`config.mk`:
```
export PLATFORM = sky130hd
export DESIGN_NAME = load_store_unit
export DESIGN_NICKNAME = d
export VERILOG_FILES = /design/src/rtl/load_store_unit.sv
export SDC_FILE = /design/constraint.sdc
export NUM_CORES = 1
export LEC_CHECK = 0
export BUFFER_PORTS_ARGS = -buffer_cell sky130_fd_sc_hd__buf_2
export CORE_ASPECT_RATIO = 0.8
export CORE_MARGIN = 2
export CORE_UTILIZATION = 52
export DETAILED_ROUTE_END_ITERATION = 10
export PLACE_DENSITY = 0.9
export SYNTH_ARGS = -nofsm -noshare
export SYNTH_HDL_FRONTEND = slang
export SYNTH_SLANG_ARGS = --single-unit
```
`constraint.sdc`:
```
create_clock -name clk -period 2.33 [get_ports clk]
set_input_delay 0.1165 -clock clk [delete_from_list [all_inputs] [get_ports clk]]
set_output_delay 0.1165 -clock clk [all_outputs]
set_load 0.05 [all_outputs]
```
`src/rtl/load_store_unit.sv`:
```
// Load/store unit for the Memory stage: turns a load or store into a single
// word-addressed bus transaction, stalls the pipeline while it is outstanding,
// and aligns/extends load data into the writeback register.
// Lane logic assumes a 32-bit data path (four byte lanes on mem_be).
module load_store_unit #(
  parameter int DATA_WIDTH  = 32,
  parameter int ACK_TIMEOUT = 16
) (
  input  logic                  clk,
  input  logic                  reset,
  input  logic                  MemReadM,
  input  logic                  MemWriteM,
  input  logic [2:0]            Funct3M,
  input  logic [DATA_WIDTH-1:0] ALUResultM,
  input  logic [DATA_WIDTH-1:0] WriteDataM,
  output logic [DATA_WIDTH-1:0] ReadDataM,
  output logic                  StallM,
  output logic                  MisalignM,
  output logic                  BusErrM,
  output logic                  mem_req,
  output logic                  mem_we,
  output logic [DATA_WIDTH-1:0] mem_addr,
  output logic [DATA_WIDTH-1:0] mem_wdata,
  output logic [3:0]            mem_be,
  input  logic                  mem_ack,
  input  logic [DATA_WIDTH-1:0] mem_rdata
);

  typedef enum logic [1:0] {S_IDLE, S_BUSY, S_DONE} state_t;

  // Timer holds 0..ACK_TIMEOUT-1, one count per BUSY cycle.
  localparam int TW = (ACK_TIMEOUT > 1) ? $clog2(ACK_TIMEOUT) : 1;
  localparam logic [TW-1:0] TIMER_LAST = TW'(ACK_TIMEOUT - 1);

  state_t                r_state;
  state_t                w_state_next;
  logic [TW-1:0]         r_timer;
  logic [DATA_WIDTH-1:0] r_read_data;
  logic                  r_bus_err;
  logic                  r_mem_req;
  logic                  r_mem_we;
  logic [DATA_WIDTH-1:0] r_mem_addr;
  logic [DATA_WIDTH-1:0] r_mem_wdata;
  logic [3:0]            r_mem_be;
  logic                  r_is_load;
  logic [2:0]            r_funct3;
  logic [1:0]            r_lane;

  logic                  w_access;
  logic                  w_is_store;
  logic                  w_size_byte;
  logic                  w_size_half;
  logic                  w_size_word;
  logic                  w_misalign;
  logic                  w_start;
  logic                  w_timeout;
  logic [3:0]            w_be;
  logic [DATA_WIDTH-1:0] w_wdata;
  logic [DATA_WIDTH-1:0] w_rd_shift;
  logic [7:0]            w_rd_byte;
  logic [15:0]           w_rd_half;
  logic [DATA_WIDTH-1:0] w_load_ext;

  // A store wins when both strobes are set; undefined sizes fall back to word.
  assign w_access    = MemReadM | MemWriteM;
  assign w_is_store  = MemWriteM;
  assign w_size_byte = (Funct3M[1:0] == 2'b00);
  assign w_size_half = (Funct3M[1:0] == 2'b01);
  assign w_size_word = ~(w_size_byte | w_size_half);
  assign w_misalign  = (w_size_half & ALUResultM[0]) |
                       (w_size_word & (ALUResultM[1:0] != 2'b00));
  assign w_start     = (r_state == S_IDLE) & w_access & ~w_misalign;
  assign w_timeout   = (r_state == S_BUSY) & ~mem_ack & (r_timer == TIMER_LAST);

  // Byte enables and lane-replicated store data for the request being issued.
  always_comb begin
    w_be    = 4'b1111;
    w_wdata = WriteDataM;
    if (w_is_store) begin
      if (w_size_byte) begin
        w_be    = 4'b0001 << ALUResultM[1:0];
        w_wdata = {4{WriteDataM[7:0]}};
      end else if (w_size_half) begin
        w_be    = ALUResultM[1] ? 4'b1100 : 4'b0011;
        w_wdata = {2{WriteDataM[15:0]}};
      end
    end
  end

  // Pick the addressed lane out of the returned word and extend it.
  assign w_rd_shift = mem_rdata >> {r_lane, 3'b000};
  assign w_rd_byte  = w_rd_shift[7:0];
  assign w_rd_half  = w_rd_shift[15:0];

  // Sign/zero extension chosen by the latched access type.
  always_comb begin
    w_load_ext = mem_rdata;
    case (r_funct3)
      3'b000:  w_load_ext = {{(DATA_WIDTH-8){w_rd_byte[7]}}, w_rd_byte};
      3'b001:  w_load_ext = {{(DATA_WIDTH-16){w_rd_half[15]}}, w_rd_half};
      3'b100:  w_load_ext = {{(DATA_WIDTH-8){1'b0}}, w_rd_byte};
      3'b101:  w_load_ext = {{(DATA_WIDTH-16){1'b0}}, w_rd_half};
      default: w_load_ext = mem_rdata;
    endcase
  end

  // State register.
  always_ff @(posedge clk) begin
    if (reset) r_state <= S_IDLE;
    else       r_state <= w_state_next;
  end

  // Next-state logic: one request, then a single release cycle in DONE.
  always_comb begin
    w_state_next = r_state;
    case (r_state)
      S_IDLE:  if (w_start) w_state_next = S_BUSY;
      S_BUSY:  if (mem_ack || w_timeout) w_state_next = S_DONE;
      S_DONE:  w_state_next = S_IDLE;
      default: w_state_next = S_IDLE;
    endcase
  end

  // Stall is raised in the issue cycle itself so the pipeline never slips.
  always_comb begin
    StallM    = ~reset & (w_start | (r_state == S_BUSY));
    MisalignM = w_access & w_misalign;
  end

  // Bus request registers, timeout timer and load result register.
  always_ff @(posedge clk) begin
    if (reset) begin
      r_timer     <= '0;
      r_read_data <= '0;
      r_bus_err   <= 1'b0;
      r_mem_req   <= 1'b0;
      r_mem_we    <= 1'b0;
      r_mem_addr  <= '0;
      r_mem_wdata <= '0;
      r_mem_be    <= 4'b0000;
      r_is_load   <= 1'b0;
      r_funct3    <= 3'b000;
      r_lane      <= 2'b00;
    end else begin
      r_bus_err <= 1'b0;
      case (r_state)
        S_IDLE: begin
          if (w_start) begin
            r_mem_req   <= 1'b1;
            r_mem_we    <= w_is_store;
            r_mem_addr  <= {ALUResultM[DATA_WIDTH-1:2], 2'b00};
            r_mem_be    <= w_be;
            r_mem_wdata <= w_wdata;
            r_is_load   <= ~w_is_store;
            r_funct3    <= Funct3M;
            r_lane      <= ALUResultM[1:0];
            r_timer     <= '0;
          end
        end
        S_BUSY: begin
          if (mem_ack) begin
            r_mem_req <= 1'b0;
            r_mem_we  <= 1'b0;
            if (r_is_load) r_read_data <= w_load_ext;
          end else if (w_timeout) begin
            r_mem_req <= 1'b0;
            r_mem_we  <= 1'b0;
            r_bus_err <= 1'b1;
            if (r_is_load) r_read_data <= '0;
          end else begin
            r_timer <= r_timer + 1'b1;
          end
        end
        default: ;
      endcase
    end
  end

  assign ReadDataM = r_read_data;
  assign BusErrM   = r_bus_err;
  assign mem_req   = r_mem_req;
  assign mem_we    = r_mem_we;
  assign mem_addr  = r_mem_addr;
  assign mem_wdata = r_mem_wdata;
  assign mem_be    = r_mem_be;

endmodule

```
==> key figures <==
Timing
  • Final Slew Violations: 0
  • Max Freq: slightly below 500 MHz
  • Final Hold Viols: 0
  • Worst-Margin Slew: around 0.94 ns
  • Clock skew: 0.00858 ns
  • Max-Slew Margin vs Limit: between 30% and 40%
  • Setup TNS: 0 ns
  • Setup violators final: 0
  • Min cycle time layout: just over 2 ns
  • RSZ-0062 raised after global routing: no
  • Final worst-path cycle share: about nine tenths

Floorplanning
  • Core footprint: roughly 0.0096 mm^2
  • Initial Utilization: roughly 53%
  • I/O pin count: 209
  • Die H: 92.8 um
  • FP Rows: 32
  • Die area: 0.0107 mm^2
  • Die width: 115 um

Setup path
  • Worst R2R Path Depth: 5
  • Crit path arrival time: ~2.3 ns
  • Worst setup EP type: flop
  • Crit Path Category: flop to flop
  • Critical Path RT: 2.58 ns
  • Crit start category: flop
  • Worst-path fanout max: 16

Pwr
  • Clock share of power: about 44%
  • Sw frac: approximately 29%
  • Part of the power in registers: 35.8%
  • P_leak: approximately 3.2 nW
  • Peak VDD IR: around 630 uV
  • Pwr per Cell Area: 838 mW/mm^2
  • Sw power: ~1.8 mW
  • Int Pwr: 4.21 mW
  • Combinational share of power: between 20% and 30%

Logic synthesis
  • Syn. warnings: 0
  • Synthesized flop and latch total: around 110
  • Compound-cell area share of the yosys netlist: 24.5%
  • Largest family of logic cells by synthesized area: compound AO/OA/AOI/OAI gates
  • Cell variety after synth: 53
  • Synth Area in XOR/XNOR: 0%
  • Post-Syn Area: 0.00513 mm^2
  • Mux cell area share after synthesis: around 8.5%
  • Post-synthesis adder-cell area fraction: less than 1%
  • Register area share after synthesis: between 40% and 50%
  • Mean Syn Cell Area: around 8.6 um^2
  • Simple-Gate Fraction of Synth Area: 16.9%
  • EDFF count, synth: 0
  • Syn Inst Count: 594
  • Synth top area share: between 40% and 50%
  • Primary FF master, synth: dfxtp_1
  • Area leader, netlist: dfxtp_1
  • Async set-or-reset flop fraction in the synthesized netlist: 0%
  • Synth area leaders: dfxtp_1 44%, nand2_1 8.8%, mux2i_1 7.8%

Clocking
  • Clk sinks: around 110
  • Register clock-pin slew on the reported worst setup and hold paths: approximately 0.050 ns
  • CTS tree: built
  • Num CTS Buffers: 17
  • CTS max path bufs: 2
  • H-tree depth: 4
  • Root buffer cell: clkbuf_16
  • Clock Latency Late Sink: approximately 0.40 ns
  • Post-CTS Resized: 0

Global route
  • Met2 Track Usage GR: between 50 and 60%
  • GR peak layer: met2
  • GRT overflow: 0
  • Gr usage total: a little under a third
  • First-pass GRT wire length: between 20 and 30 mm
  • GR met3 Demand/Resource: a little under a tenth
  • Antenna violations before repair: 0
  • Grt met1 use: between 40% and 50%
  • Vias in the first global route: ~5400
  • Largest net degree at the start of global routing: between 80 and 90

Final layout
  • Util after Layout: 74.2%
  • Share of layout cells above drive strength 1: roughly a third
  • Commonest non-fill, non-tap cell in the layout: buf_2
  • Final nets: around 900
  • Most frequent cells in the layout: 205 x buf_2, 120 x nand2_1, 113 x dfxtp_1
  • Fillcell total: between 600 and 700
  • Ant diodes: 0
  • Area grow syn2layout: 39.1%

Min path
  • WHS Path Cells: 3
  • Worst Hold Class: input port to flop

Routing
  • First DRT Iteration DRCs: around 480
  • DRC Markers: 0
  • Final ANT Viol Nets: 0
  • Vias post-DR: 5492
  • Avg WL per Cell: roughly 18 um
  • WL final: roughly 17 mm
  • Drt pass-1 iters: 5
  • Vias per cell: ~5.8

Place
  • GP Congestion: 0.978
  • PortBufs: just over 200
  • DP HPWL: approximately 11 mm

Outcome
  • Status: finished, final reports clean

Run
  • Number of max-cap violations: 0
[per-stage QoR]
step	cell area, um^2	std cells	hold slack [ns]	total power [mW]	setup WS [ns]
floorplan	5130	595	0.212	2.97	0.362
global placement	6160	878	0.352	3.26	0.485
detailed placement	6160	878	0.357	3.30	0.318
CTS	7130	944	0.00230	5.97	0.291
global route	7130	944	0.0195	6.17	0.164
finish	7130	944	0.00967	5.98	0.259
[Yosys cell counts (all sizes together) (2+ instances only)]
master / instances
mux2i: 40
and3: 2
nor2: 31
nand2: 120
a21boi: 2
a211oi: 18
a22oi: 17
inv: 7
nand3: 16
nand4: 2
o22ai: 16
a31oi: 5
and2: 5
buf: 32
a21oi: 58
o221ai: 8
nor3: 6
a311oi: 3
o21a: 2
dfxtp: 113
o21ai: 14
o211ai: 10
a2bb2oi: 20
nor2b: 4
clkbuf: 22
nand2b: 3
[layer usage]
layer  vias up  wire length (um)
met2       325              8060
met4         0               436
met5         -                 0
met3        42              1490
li1       2569                 -
met1      2556              7130
[critical path: stages, from the launching register on]
cell and delay (ns):
dfxtp_1 0.39, ha_1 0.27, a31o_2 0.26, nand3_1 0.49
a22oi_1 0.39, o22ai_2 0.12
[sequential cells by signal, indices dropped and copies added (netlist names), 2 cells and up]
signal     flops
mem_addr      30
r_lane         2
r_timer        4
ReadDataM     32
r_state        2
mem_be         4
r_funct3       3
mem_wdata     32
[layout make-up]
type                       instances  area (um^2)  area share, %
multi-input combinational        421         2580           36.1
sequential                       113         2260           31.7
timing repair buffer             254         1510           21.2
clock buffer                      26          539           7.56
tap                              119          149           2.09
clock inverter                     4         70.1          0.982
inverter                           7         26.3          0.368
[repair_timing]
action                    in CTS  in global routing
setup buffers                  0                  0
hold buffers                  36                  0
hold endpoints to repair      36                  0
[power by group through the flow]
stage	clock [mW]	combinational, mW	sequential [mW]
global route	2.75	1.27	2.15
CTS	2.65	1.18	2.13
floorplan	0	0.459	2.51
detailed placement	0	1.13	2.17
global placement	0	1.10	2.16
finish	2.64	1.20	2.14
[cell families (layout without fill, tap and decap cells)]
group | Yosys count | after routing
AOI/OAI and AO/OA | 179 | 179
adders and majority gates | 1 | 1
muxes | 42 | 42
and+or+nand+nor | 197 | 197
other | 1 | 2
buffers and inverters | 61 | 291
DFF | 113 | 113
[final timing paths]
path	from	end	slack (ns)
hold / removal	ALUResultM[1]	r_lane[1]	0.01
hold reg to reg	ReadDataM[4]	ReadDataM[4]	0.44
setup / recovery	r_timer[0]	ReadDataM[25]	0.26
setup reg to reg	r_timer[0]	ReadDataM[25]	0.26
Note: power is estimated with default switching activity, not from simulation.
